<file path="config.mk">
export PLATFORM = sky130hd
export DESIGN_NAME = id_ex_skid_reg
export DESIGN_NICKNAME = d
export VERILOG_FILES = /design/src/rtl/id_ex_skid_reg.sv
export SDC_FILE = /design/constraint.sdc
export NUM_CORES = 1
export LEC_CHECK = 0
export ABC_CLOCK_PERIOD_IN_PS = 2000
export BUFFER_PORTS_ARGS = -buffer_cell sky130_fd_sc_hd__buf_2
export CORE_MARGIN = 2
export CORE_UTILIZATION = 52
export DETAILED_ROUTE_END_ITERATION = 6
export GPL_ROUTABILITY_DRIVEN = 0
export PLACE_DENSITY = 0.75
export SLEW_MARGIN = 10
export SYNTH_ARGS = -nofsm -noshare
export SYNTH_HDL_FRONTEND = slang
export SYNTH_SLANG_ARGS = --single-unit
</file>
<file path="constraint.sdc">
create_clock -name clk -period 2 [get_ports clk]
set_input_delay 0.1 -clock clk [delete_from_list [all_inputs] [get_ports clk]]
set_output_delay 0.1 -clock clk [all_outputs]
set_load 0.005 [all_outputs]
</file>
<file path="src/rtl/id_ex_skid_reg.sv">
// ---------------------------------------------------------------------------
// id_ex_skid_reg
//
// ID->EX pipeline boundary placed directly after the opcode decoder. It
// registers the decoded control bundles (ex/mem/wb), the operands and the PC
// into EX. Two entries (main + skid) let in_ready be driven from a flop while
// still sustaining one instruction per cycle.
//
// Handshake: a transfer happens on a rising edge where valid and ready are
// both high. Upstream: accept = in_valid & in_ready. Downstream:
// drain = out_valid & out_ready. A valid producer holds its payload stable
// until the transfer. in_ready depends only on state and never on in_valid.
//
// Instructions flagged as unrecognized are turned into a side-effect-free
// bubble when captured, with illegal=1. The PC of the first one that leaves
// the stage is logged in illegal_pc, and illegal_seen goes high.
//
// Ports
//   clk, rst           rising-edge clock, synchronous active-high reset
//   flush              kill all held entries; an accept in the same cycle
//                      is discarded
//   in_valid/in_ready  upstream handshake (in_ready is registered)
//   in_*               decoded instruction from ID
//   out_valid/out_ready downstream handshake (out_valid = main entry valid)
//   out_*              fields of the main entry
//   out_illegal        main entry came from an unrecognized opcode
//   illegal_seen       sticky flag: an illegal instruction left the stage
//   illegal_pc         PC of the first such instruction
// ---------------------------------------------------------------------------
module id_ex_skid_reg #(
    parameter int XLEN    = 32,
    parameter int RADDR_W = 5
) (
    input  logic               clk,
    input  logic               rst,
    input  logic               flush,

    input  logic               in_valid,
    output logic               in_ready,
    input  logic [6:0]         in_ex_control,
    input  logic [1:0]         in_mem_control,
    input  logic [1:0]         in_wb_control,
    input  logic               in_unrecognized,
    input  logic [XLEN-1:0]    in_pc,
    input  logic [XLEN-1:0]    in_rs1_data,
    input  logic [XLEN-1:0]    in_rs2_data,
    input  logic [XLEN-1:0]    in_imm,
    input  logic [RADDR_W-1:0] in_rd,
    input  logic [2:0]         in_funct3,
    input  logic               in_funct7b5,

    output logic               out_valid,
    input  logic               out_ready,
    output logic [6:0]         out_ex_control,
    output logic [1:0]         out_mem_control,
    output logic [1:0]         out_wb_control,
    output logic [XLEN-1:0]    out_pc,
    output logic [XLEN-1:0]    out_rs1_data,
    output logic [XLEN-1:0]    out_rs2_data,
    output logic [XLEN-1:0]    out_imm,
    output logic [RADDR_W-1:0] out_rd,
    output logic [2:0]         out_funct3,
    output logic               out_funct7b5,
    output logic               out_illegal,

    output logic               illegal_seen,
    output logic [XLEN-1:0]    illegal_pc
);

    typedef struct packed {
        logic [6:0]         ex;
        logic [1:0]         mem;
        logic [1:0]         wb;
        logic               illegal;
        logic [XLEN-1:0]    pc;
        logic [XLEN-1:0]    rs1;
        logic [XLEN-1:0]    rs2;
        logic [XLEN-1:0]    imm;
        logic [RADDR_W-1:0] rd;
        logic [2:0]         funct3;
        logic               funct7b5;
    } entry_t;

    entry_t            main_q, main_d;
    entry_t            skid_q, skid_d;
    logic              main_valid_q, main_valid_d;
    logic              skid_valid_q, skid_valid_d;
    logic              in_ready_q, in_ready_d;
    logic              illegal_seen_q, illegal_seen_d;
    logic [XLEN-1:0]   illegal_pc_q, illegal_pc_d;

    entry_t            cap;
    logic              accept;
    logic              drain;

    assign accept = in_valid & in_ready_q;
    assign drain  = main_valid_q & out_ready;

    // Capture image of the incoming instruction. An unrecognized opcode keeps
    // pc/rd (and the operands) for trap reporting but loses every control bit
    // that could cause a side effect.
    always_comb begin
        cap.ex       = in_ex_control;
        cap.mem      = in_mem_control;
        cap.wb       = in_wb_control;
        cap.illegal  = 1'b0;
        cap.pc       = in_pc;
        cap.rs1      = in_rs1_data;
        cap.rs2      = in_rs2_data;
        cap.imm      = in_imm;
        cap.rd       = in_rd;
        cap.funct3   = in_funct3;
        cap.funct7b5 = in_funct7b5;
        if (in_unrecognized) begin
            cap.ex      = 7'b0;
            cap.mem     = 2'b00;
            cap.wb      = 2'b00;
            cap.illegal = 1'b1;
        end
    end

    always_comb begin
        main_d         = main_q;
        skid_d         = skid_q;
        main_valid_d   = main_valid_q;
        skid_valid_d   = skid_valid_q;
        illegal_seen_d = illegal_seen_q;
        illegal_pc_d   = illegal_pc_q;

        if (flush) begin
            main_valid_d = 1'b0;
            skid_valid_d = 1'b0;
        end else if (drain || !main_valid_q) begin
            // Main slot frees this cycle: the older skid entry goes first to
            // keep FIFO order. in_ready is low whenever skid is full, so an
            // accept cannot coincide with a skid refill.
            if (skid_valid_q) begin
                main_d       = skid_q;
                main_valid_d = 1'b1;
                skid_valid_d = 1'b0;
            end else if (accept) begin
                main_d       = cap;
                main_valid_d = 1'b1;
            end else begin
                main_valid_d = 1'b0;
            end
        end else if (accept) begin
            skid_d       = cap;
            skid_valid_d = 1'b1;
        end

        // The instruction draining in a flush cycle has already been sampled
        // by EX, so it still counts for the log.
        if (drain && main_q.illegal && !illegal_seen_q) begin
            illegal_seen_d = 1'b1;
            illegal_pc_d   = main_q.pc;
        end

        in_ready_d = !skid_valid_d;
    end

    always_ff @(posedge clk) begin
        if (rst) begin
            main_q         <= '0;
            skid_q         <= '0;
            main_valid_q   <= 1'b0;
            skid_valid_q   <= 1'b0;
            in_ready_q     <= 1'b1;
            illegal_seen_q <= 1'b0;
            illegal_pc_q   <= '0;
        end else begin
            main_q         <= main_d;
            skid_q         <= skid_d;
            main_valid_q   <= main_valid_d;
            skid_valid_q   <= skid_valid_d;
            in_ready_q     <= in_ready_d;
            illegal_seen_q <= illegal_seen_d;
            illegal_pc_q   <= illegal_pc_d;
        end
    end

    assign in_ready  = in_ready_q;
    assign out_valid = main_valid_q;

    // Side-effect carrying bits read 0 when no instruction is held so EX
    // never acts on a stale entry.
    assign out_ex_control  = {main_q.ex[6:1], main_q.ex[0] & main_valid_q};
    assign out_mem_control = main_valid_q ? main_q.mem : 2'b00;
    assign out_wb_control  = main_valid_q ? main_q.wb  : 2'b00;
    assign out_illegal     = main_valid_q & main_q.illegal;

    assign out_pc       = main_q.pc;
    assign out_rs1_data = main_q.rs1;
    assign out_rs2_data = main_q.rs2;
    assign out_imm      = main_q.imm;
    assign out_rd       = main_q.rd;
    assign out_funct3   = main_q.funct3;
    assign out_funct7b5 = main_q.funct7b5;

    assign illegal_seen = illegal_seen_q;
    assign illegal_pc   = illegal_pc_q;

endmodule

</file>
# == Word-level counts from Yosys, hierarchy flattened ==
# Index checks and enable logic that the tools add are counted.
# totals
reg_bits,334
ramBits,0
out_inout_bits,184
n_memories,0
romBits,0
in_bits,154
latchBits,0
wordCells,53
# op_classes
n_shift,0
n_mul,0
n_reduce_logical,10
bitwise_logic,6
div_mod_pow,0
add_sub_neg,0
order_cmp,0
muxes,10
eq_ne,0
# op_table
operator,count
149-bit 2-to-1 mux,2
12-bit 2-to-1 mux,1
3-bit AND reduction,2
1-bit 2-to-1 mux,5
1-bit AND,4
2-bit 2-to-1 mux,2
1-bit zero test,3
1-bit logical AND,2
1-bit inverter,2
2-bit nonzero test,1
2-bit OR reduction,1
1-bit logical OR,1

# == Depth between registers and ports, before layout ==
# Gate-level depths: netlist of the first run.
# logic_depth
word_depth,5
depth_mapped,8
mapped_depth_nobuf,3

# == Least setup slack after synthesis of the first run ==
# OpenSTA, ideal clock, no wires.
# synth_timing
path_type,register to register
from,register skid_valid_q
to,"register main_q, in the netlist out_imm[0]"
setup_time_ps,81
slack_ps,503
period_less_slack_ps,1497
required_ps,1919
path_stages_with_launch,9
arrival_time_ps,1416
path_buffers,5
path_cell_list,dfxtp_1 -> buf_2 -> a21o_1 -> buf_2 -> and3_1 -> buf_2 -> buf_6 -> buf_6 -> a211oi_2
# synth_via
elab_chain_cells,2
elab_cells_between_ends,3
classes_between,mux: 1; reduce/logical: 2
# synth_rtl
element,line_no,rtl
start: declaration,87,"logic skid_valid_q, skid_valid_d;"
start signal: assignment,175,skid_valid_q <= skid_valid_d;
2-bit nonzero test (no line),n/a,
3-bit AND reduction (no line),n/a,
end signal: assignment,172,main_q <= main_d;
end: declaration,84,"entry_t main_q, main_d;"
# Parallel ways exist; a longest one is shown, timed or not.
# A chain may end at the register's enable or synchronous reset.

# == Worst setup path after layout of the first run ==
# layout_timing
from,"register in_ready_q, in the netlist in_ready"
to,"register main_q, in the netlist out_pc[17]"
# layout_via
elab_chain_cells,3
# layout_rtl
element,line_no,rtl
start: declaration,88,"logic in_ready_q, in_ready_d;"
start signal: assignment,176,in_ready_q <= in_ready_d;
1-bit AND,96,assign accept = in_valid & in_ready_q;
2-bit nonzero test (no line),n/a,
3-bit AND reduction (no line),n/a,
# Every way passes these cells.

==> results.toml, run 1 <==
[cells_and_area]
final_cell_mix = "335 x buf_2, 333 x dfxtp_1, 194 x a21oi_1"
final_common_cell = "buf_2"
multiInputGateArea_um2 = 6950
ff_latch_area_um2 = 6690
fin_nets = 2070
area_growth_syn_to_layout_pct = 21.8
drive_gt1_share_pct = 28.2
fillers = 2298

[detailed_routing]
via_per_inst = 6.04
ant_nets = 0
drtIter0Drc = 1363
dr.pass1.iters = 5
drc = 0
postRouteWirelength_mm = 45.1
vias = 14100
wire_per_inst_um = 19.3

[setup_path]
cp_cell_sequence = "a21o_4 > buf_12 > a31oi_1 > a211oi_1"
cp.required_ns = 2.41
cp_slowest_stage_delay_ns = 0.43
endpoint_kind = "flop"
cp.arrival_ns = 2.03
critPathKind = "reg -> reg"
cp_slowest_cell = "buf_12"
worstPathBufferInverterCount = 1
crit_path_start_kind = "flop"
cp_max_fo = 106
cpLargestDelayFamily = "compound AO/OA/AOI/OAI gates"

[floorplanning]
io_pins = 338
dieWidth_um = 177
core-area_um2 = 29600
rows = 63
start_util_pct = 52.7
die_h_um = 177
die-area_um2 = 31400

[timing]
finalSetupViolCount = 0
max-slew-margin-rel_pct = 47.7
hold_viol = 0
hold_slack_ns = 0.0175
timing.fmax_mhz = 616
fin_crit_ns = 1.62
layout_setup_ws_ns = 0.378
period_share_pct = 81.1
fin_skew_ns = 0.0107
tns_ns = 0
slew_violations = 0
worstMarginPinSlew_ns = 0.784
rsz0062_at_grt = "false"

[synthesis]
post_synth_num_cell_types = 24
yosysWarnings = 0
synth_edf_count = 0
seq_area_frac_synth_pct = 42.9
ys_ff_latch = 334
synth_nets = 1850
syn_avg_cell_area_um2 = 9.19
synth_cells = 1696
async_flop_share_pct = 0
netlist_area_um2 = 15600
synthFlopType = "dfxtp_1"

[global_route]
antenna_found_initial = 5
grt_max_degree = 113
grt_pass1_vias = 13500
gr-total-overflow = 0
track_usage_pct = 27.3
grt_pass1_wl_mm = 70.6

[clock_network]
clock_latency_ns = 0.51
clockRootBuffer = "clkbuf_16"
cts_buffers = 37
clock_tree.buffer_depth = 3
cts_max_level = 2
ctsResizeCount = 0
tritoncts = "built"
clock_sinks = 334
clkTransAtPathRegs_ns = 0.06

[placed_design]
port_buffers = 337
dp_slack_ns = 0.388
dp_hpwl_mm = 24.5

[job]
drv_cap = 0

[power]
powerDensity_nw_per_um2 = 824
power_w = 0.0156
ir_drop_uv = 517
leakage_nw = 6.85

[min_path]
hp-class = "in -> reg"

[run_status]
status = "finished, final reports clean"
-- per-layer routing --
| layer | vias to the layer above | wire, um | part of all wire (%) | track usage [%] |
|---|---|---|---|---|
| li1 | 6529 | - | - | - |
| met1 | 6804 | 19200 | 42 | 36.4 |
| met2 | 673 | 21400 | 47 | 44.4 |
| met3 | 102 | 3460 | 7.7 | 4.90 |
| met4 | 2 | 1120 | 2.5 | 9.37 |
| met5 | - | 13 | 0.029 | 0 |
-- tightest hold or removal path, cell delays in order --
cell and delay (ns):
buf_4 0.15, o21ai_0 0.10, a21oi_1 0.13
-- final cells by class --
class / count / area share (%)
multi-input combinational: 1019 / 36.6
sequential: 334 / 35.2
timing repair buffer: 522 / 19.1
clock buffer: 53 / 5.89
tap: 390 / 2.57
clock inverter: 11 / 0.461
inverter: 2 / 0.0791
antenna: 4 / 0.0527
-- repair_timing --
item                                   CTS  global route
setup buffers                            0             0
endpoints found under the hold margin  272             0
hold buffers                           149             0
-- cells by family (layout without fill, tap and decap cells) --
family | count (synthesis) | count (layout) | share of synthesized area, %
flops | 334 | 334 | 42.9
other cells | 0 | 4 | 0
simple gates | 238 | 238 | 7.76
compound gates | 643 | 643 | 27.8
buf+inv | 343 | 588 | 12.7
mux | 138 | 138 | 8.86
-- report_power, final --
group | internal (W) | switching, W
combinational | 0.000828 | 0.00104
sequential | 0.00689 | 0.000160
clock | 0.00401 | 0.00271
-- metrics by stage --
step	instances	utilization [%]	instance area (um2)
after floorplan	1696	-	15600
after global placement	2118	55.0	16300
after detailed placement	2118	55.0	16300
after CTS	2331	64.2	19000
after global routing	2334	64.2	19000
final	2335	64.2	19000
-- sequential cells by signal, indices dropped and copies added (netlist names) --
register / flops
illegal_seen: 1
illegal_pc: 32
out_ex_control: 6
in_ready: 1
main_q: 6
out_rs1_data: 32
out_funct3: 3
skid_valid_q: 1
out_rd: 5
out_funct7b5: 1
out_imm: 32
out_pc: 32
skid_q: 149
out_valid: 1
out_rs2_data: 32
-- final timing paths --
kind                            slack, ns  cells after the start            from              to
worst max-delay path                 0.38                      4        in_ready      out_pc[17]
worst min-delay path                 0.02                      3           flush     skid_q[147]
worst max register to register       0.38                      4        in_ready      out_pc[17]
worst min register to register       0.45                      2  illegal_pc[25]  illegal_pc[25]
-- Yosys cell counts (11+ instances only) --
cell type,number,area [um2]
clkbuf_1,129,484
a31oi_1,149,932
dfxtp_1,334,6690
buf_6,13,146
a21oi_1,194,971
buf_4,144,1080
buf_1,16,60.1
nor3b_1,11,82.6
nand2_1,64,240
mux2i_1,138,1380
a211oi_1,40,300
nand3_1,138,691
nand4b_1,13,114
o21ai_0,149,746
a211oi_2,110,1380
buf_2,39,195
Note: power is estimated with default switching activity, not from simulation.
==> inputs of run 2 (changes only) <==
Settings changed: ABC_CLOCK_PERIOD_IN_PS 2000 to 1460, CORE_UTILIZATION 52 to 50.
Clock period 2 ns to 1.46 ns, I/O delays scaled along.
==> run 2 against run 1 <==
Effect of this change: the flow now finishes with violations (DRC, setup timing); register-to-register slack lost 0.39 ns; first-iteration DRC count shrank 11%; utilization is 0.17 points higher; cell count up 2.0%; non-clock buffer count up 40; combinational power grew 46%; worst hold slack better by 0.35 ns; critical endpoint is now out_rs1_data[3].
==> results.toml, run 2 (synthesis gave the netlist of run 1 again) <==
[run_status]
status = "complete, but fails checks"
violations = "DRC, setup timing"

[global_route]
grt_pass1_wl_mm = 75.3
antenna_found_initial = 4
track_usage_pct = 27.8
grt_max_degree = 74
gr-total-overflow = 0
grt_pass1_vias = 14000

[floorplanning]
die-area_um2 = 32600
die_h_um = 181
rows = 64
dieWidth_um = 181
core-area_um2 = 30700
start_util_pct = 50.8
io_pins = 338

[detailed_routing]
vias = 14400
ant_nets = 0
drtIter0Drc = 1214
wire_per_inst_um = 20.2
dr.pass1.iters = 7
drc = 1
via_per_inst = 6.06
postRouteWirelength_mm = 48.0

[job]
drv_cap = 0

[timing]
rsz0062_at_grt = "true"
hold_viol = 0
tns_ns = -0.0118
fin_skew_ns = 0.0262
fin_crit_ns = 1.47
max-slew-margin-rel_pct = 68.8
finalSetupViolCount = 2
layout_setup_ws_ns = -0.00949
period_share_pct = 101
worstMarginPinSlew_ns = 0.468
timing.fmax_mhz = 681
slew_violations = 0
hold_slack_ns = 0.367

[clock_network]
cts_max_level = 2
clock_latency_ns = 0.52
clkTransAtPathRegs_ns = 0.06
post_cts_buffers = 0
clock_tree.buffer_depth = 3
cts_buffers = 36
clockRootBuffer = "clkbuf_16"
clock_sinks = 334
tritoncts = "built"

[power]
ir_drop_uv = 724
powerDensity_nw_per_um2 = 1110
leakage_nw = 7.20

[placed_design]
dp_slack_ns = 0.0121
dp_hpwl_mm = 28.2
dpl_cell_area_um2 = 16800
port_buffers = 337
place_inst = 2158

[min_path]
hp-class = "in -> reg"
hp-start = "in_pc[14]"
worstHoldEndpoint = "skid_q[119]"
holdPathStages = 4

[cells_and_area]
area_growth_syn_to_layout_pct = 26.7
largest_reg_flops = 149
largest_register = "skid_q"
fin_nets = 2109
drive_gt1_share_pct = 29.9
stdcell_area_um2 = 19700
final_common_cell = "buf_2"
final_cell_mix = "335 x buf_2, 331 x dfxtp_1, 193 x a21oi_1"
fillers = 2364
stdcell_count = 2382

[setup_path]
crit_path_start_kind = "flop"
rr_worst_depth = 4
r2r-end = "out_rs1_data[3]"
cp_slowest_stage_delay_ns = 0.36
cp_cell_sequence = "buf_12 > buf_12 > mux2i_1 > a211oi_2"
critPathKind = "reg -> reg"
cp_slowest_cell = "dfxtp_4"
cp.arrival_ns = 1.84
cp.required_ns = 1.84
rrSetupSlack_ns = -0.009
r2r_start = "skid_valid_q"
cp_max_fo = 28
endpoint_kind = "flop"
cpMostUsedCell = "buf_12"
-- run 2: cell count changes in the layout (fill, tap and decap cells not counted), moves of 3 or more --
cell | previous run | this run
nor3b_2 | 0 | 3
buf_12 | 13 | 34
clkbuf_1 | 5 | 9
nor3b_1 | 11 | 8
o21ai_0 | 149 | 143
buf_4 | 24 | 31
o21ai_1 | 0 | 6
dlygate4sd3_1 | 149 | 153
mux2i_2 | 0 | 4
mux2i_1 | 138 | 134
buf_6 | 0 | 4
clkinv_2 | 7 | 3
-- run 2: through the flow --
stage | util (%) | power (W)
6_report | 64.4 | 0.0219
2_1_floorplan | - | 0.0115
5_1_grt | 64.4 | 0.0226
4_1_cts | 63.9 | 0.0219
3_5_place_dp | 54.9 | 0.0121
3_3_place_gp | 54.9 | 0.0121
-- run 2: per-layer routing --
| layer | wire, um | global-route usage (%) | vias up |
|---|---|---|---|
| met5 | 0 | 0 | - |
| met4 | 1910 | 11.9 | 0 |
| met3 | 4010 | 5.60 | 148 |
| met2 | 22900 | 45.5 | 728 |
| met1 | 19200 | 35.5 | 6939 |
| li1 | - | - | 6614 |
-- run 2: cell type report --
cell class              count  area [um2]  share of cell area [%]
diodes                      4        10.0                  0.0507
clock buffers              57        1120                    5.68
clock inverters             8         129                   0.653
inverters                   2        15.0                  0.0760
multi-input cells        1019        6990                    35.4
flip-flops and latches    334        6700                    33.9
well taps                 396         495                    2.51
repair buffers            562        4290                    21.7
-- run 2: how the worst max path moves through the flow --
stage | from | end
after floorplan | skid_valid_q | out_imm[0]
after global placement | skid_valid_q | out_pc[7]
after detailed placement | out_valid | skid_q[147]
after CTS | in_ready | out_rs1_data[3]
after global routing | skid_valid_q | out_imm[4]
final | skid_valid_q | out_rs1_data[3]
-- run 2: critical path, delay by kind of cell, from the launching register on --
kind,cells,cell delay [ns]
compound gates,1,0.12
buf+inv,2,0.49
flops,1,0.36
mux,1,0.32
-- run 2: timing repair --
| item | 4_1_cts | 5_1_grt |
|---|---|---|
| gates resized for setup | 2 | 23 |
| setup endpoints to repair | 11 | 161 |
| gates cloned | 0 | 2 |
| endpoints found under the hold margin | 300 | 0 |
| hold buffers | 153 | 0 |
-- run 2: where the power goes --
| part | leakage, nW | total (W) | switching (W) | internal, W |
|---|---|---|---|---|
| clock | 0.612 | 0.00954 | 0.00372 | 0.00582 |
| sequential | 2.72 | 0.00964 | 0.000202 | 0.00944 |
| combinational | 3.87 | 0.00273 | 0.00149 | 0.00124 |
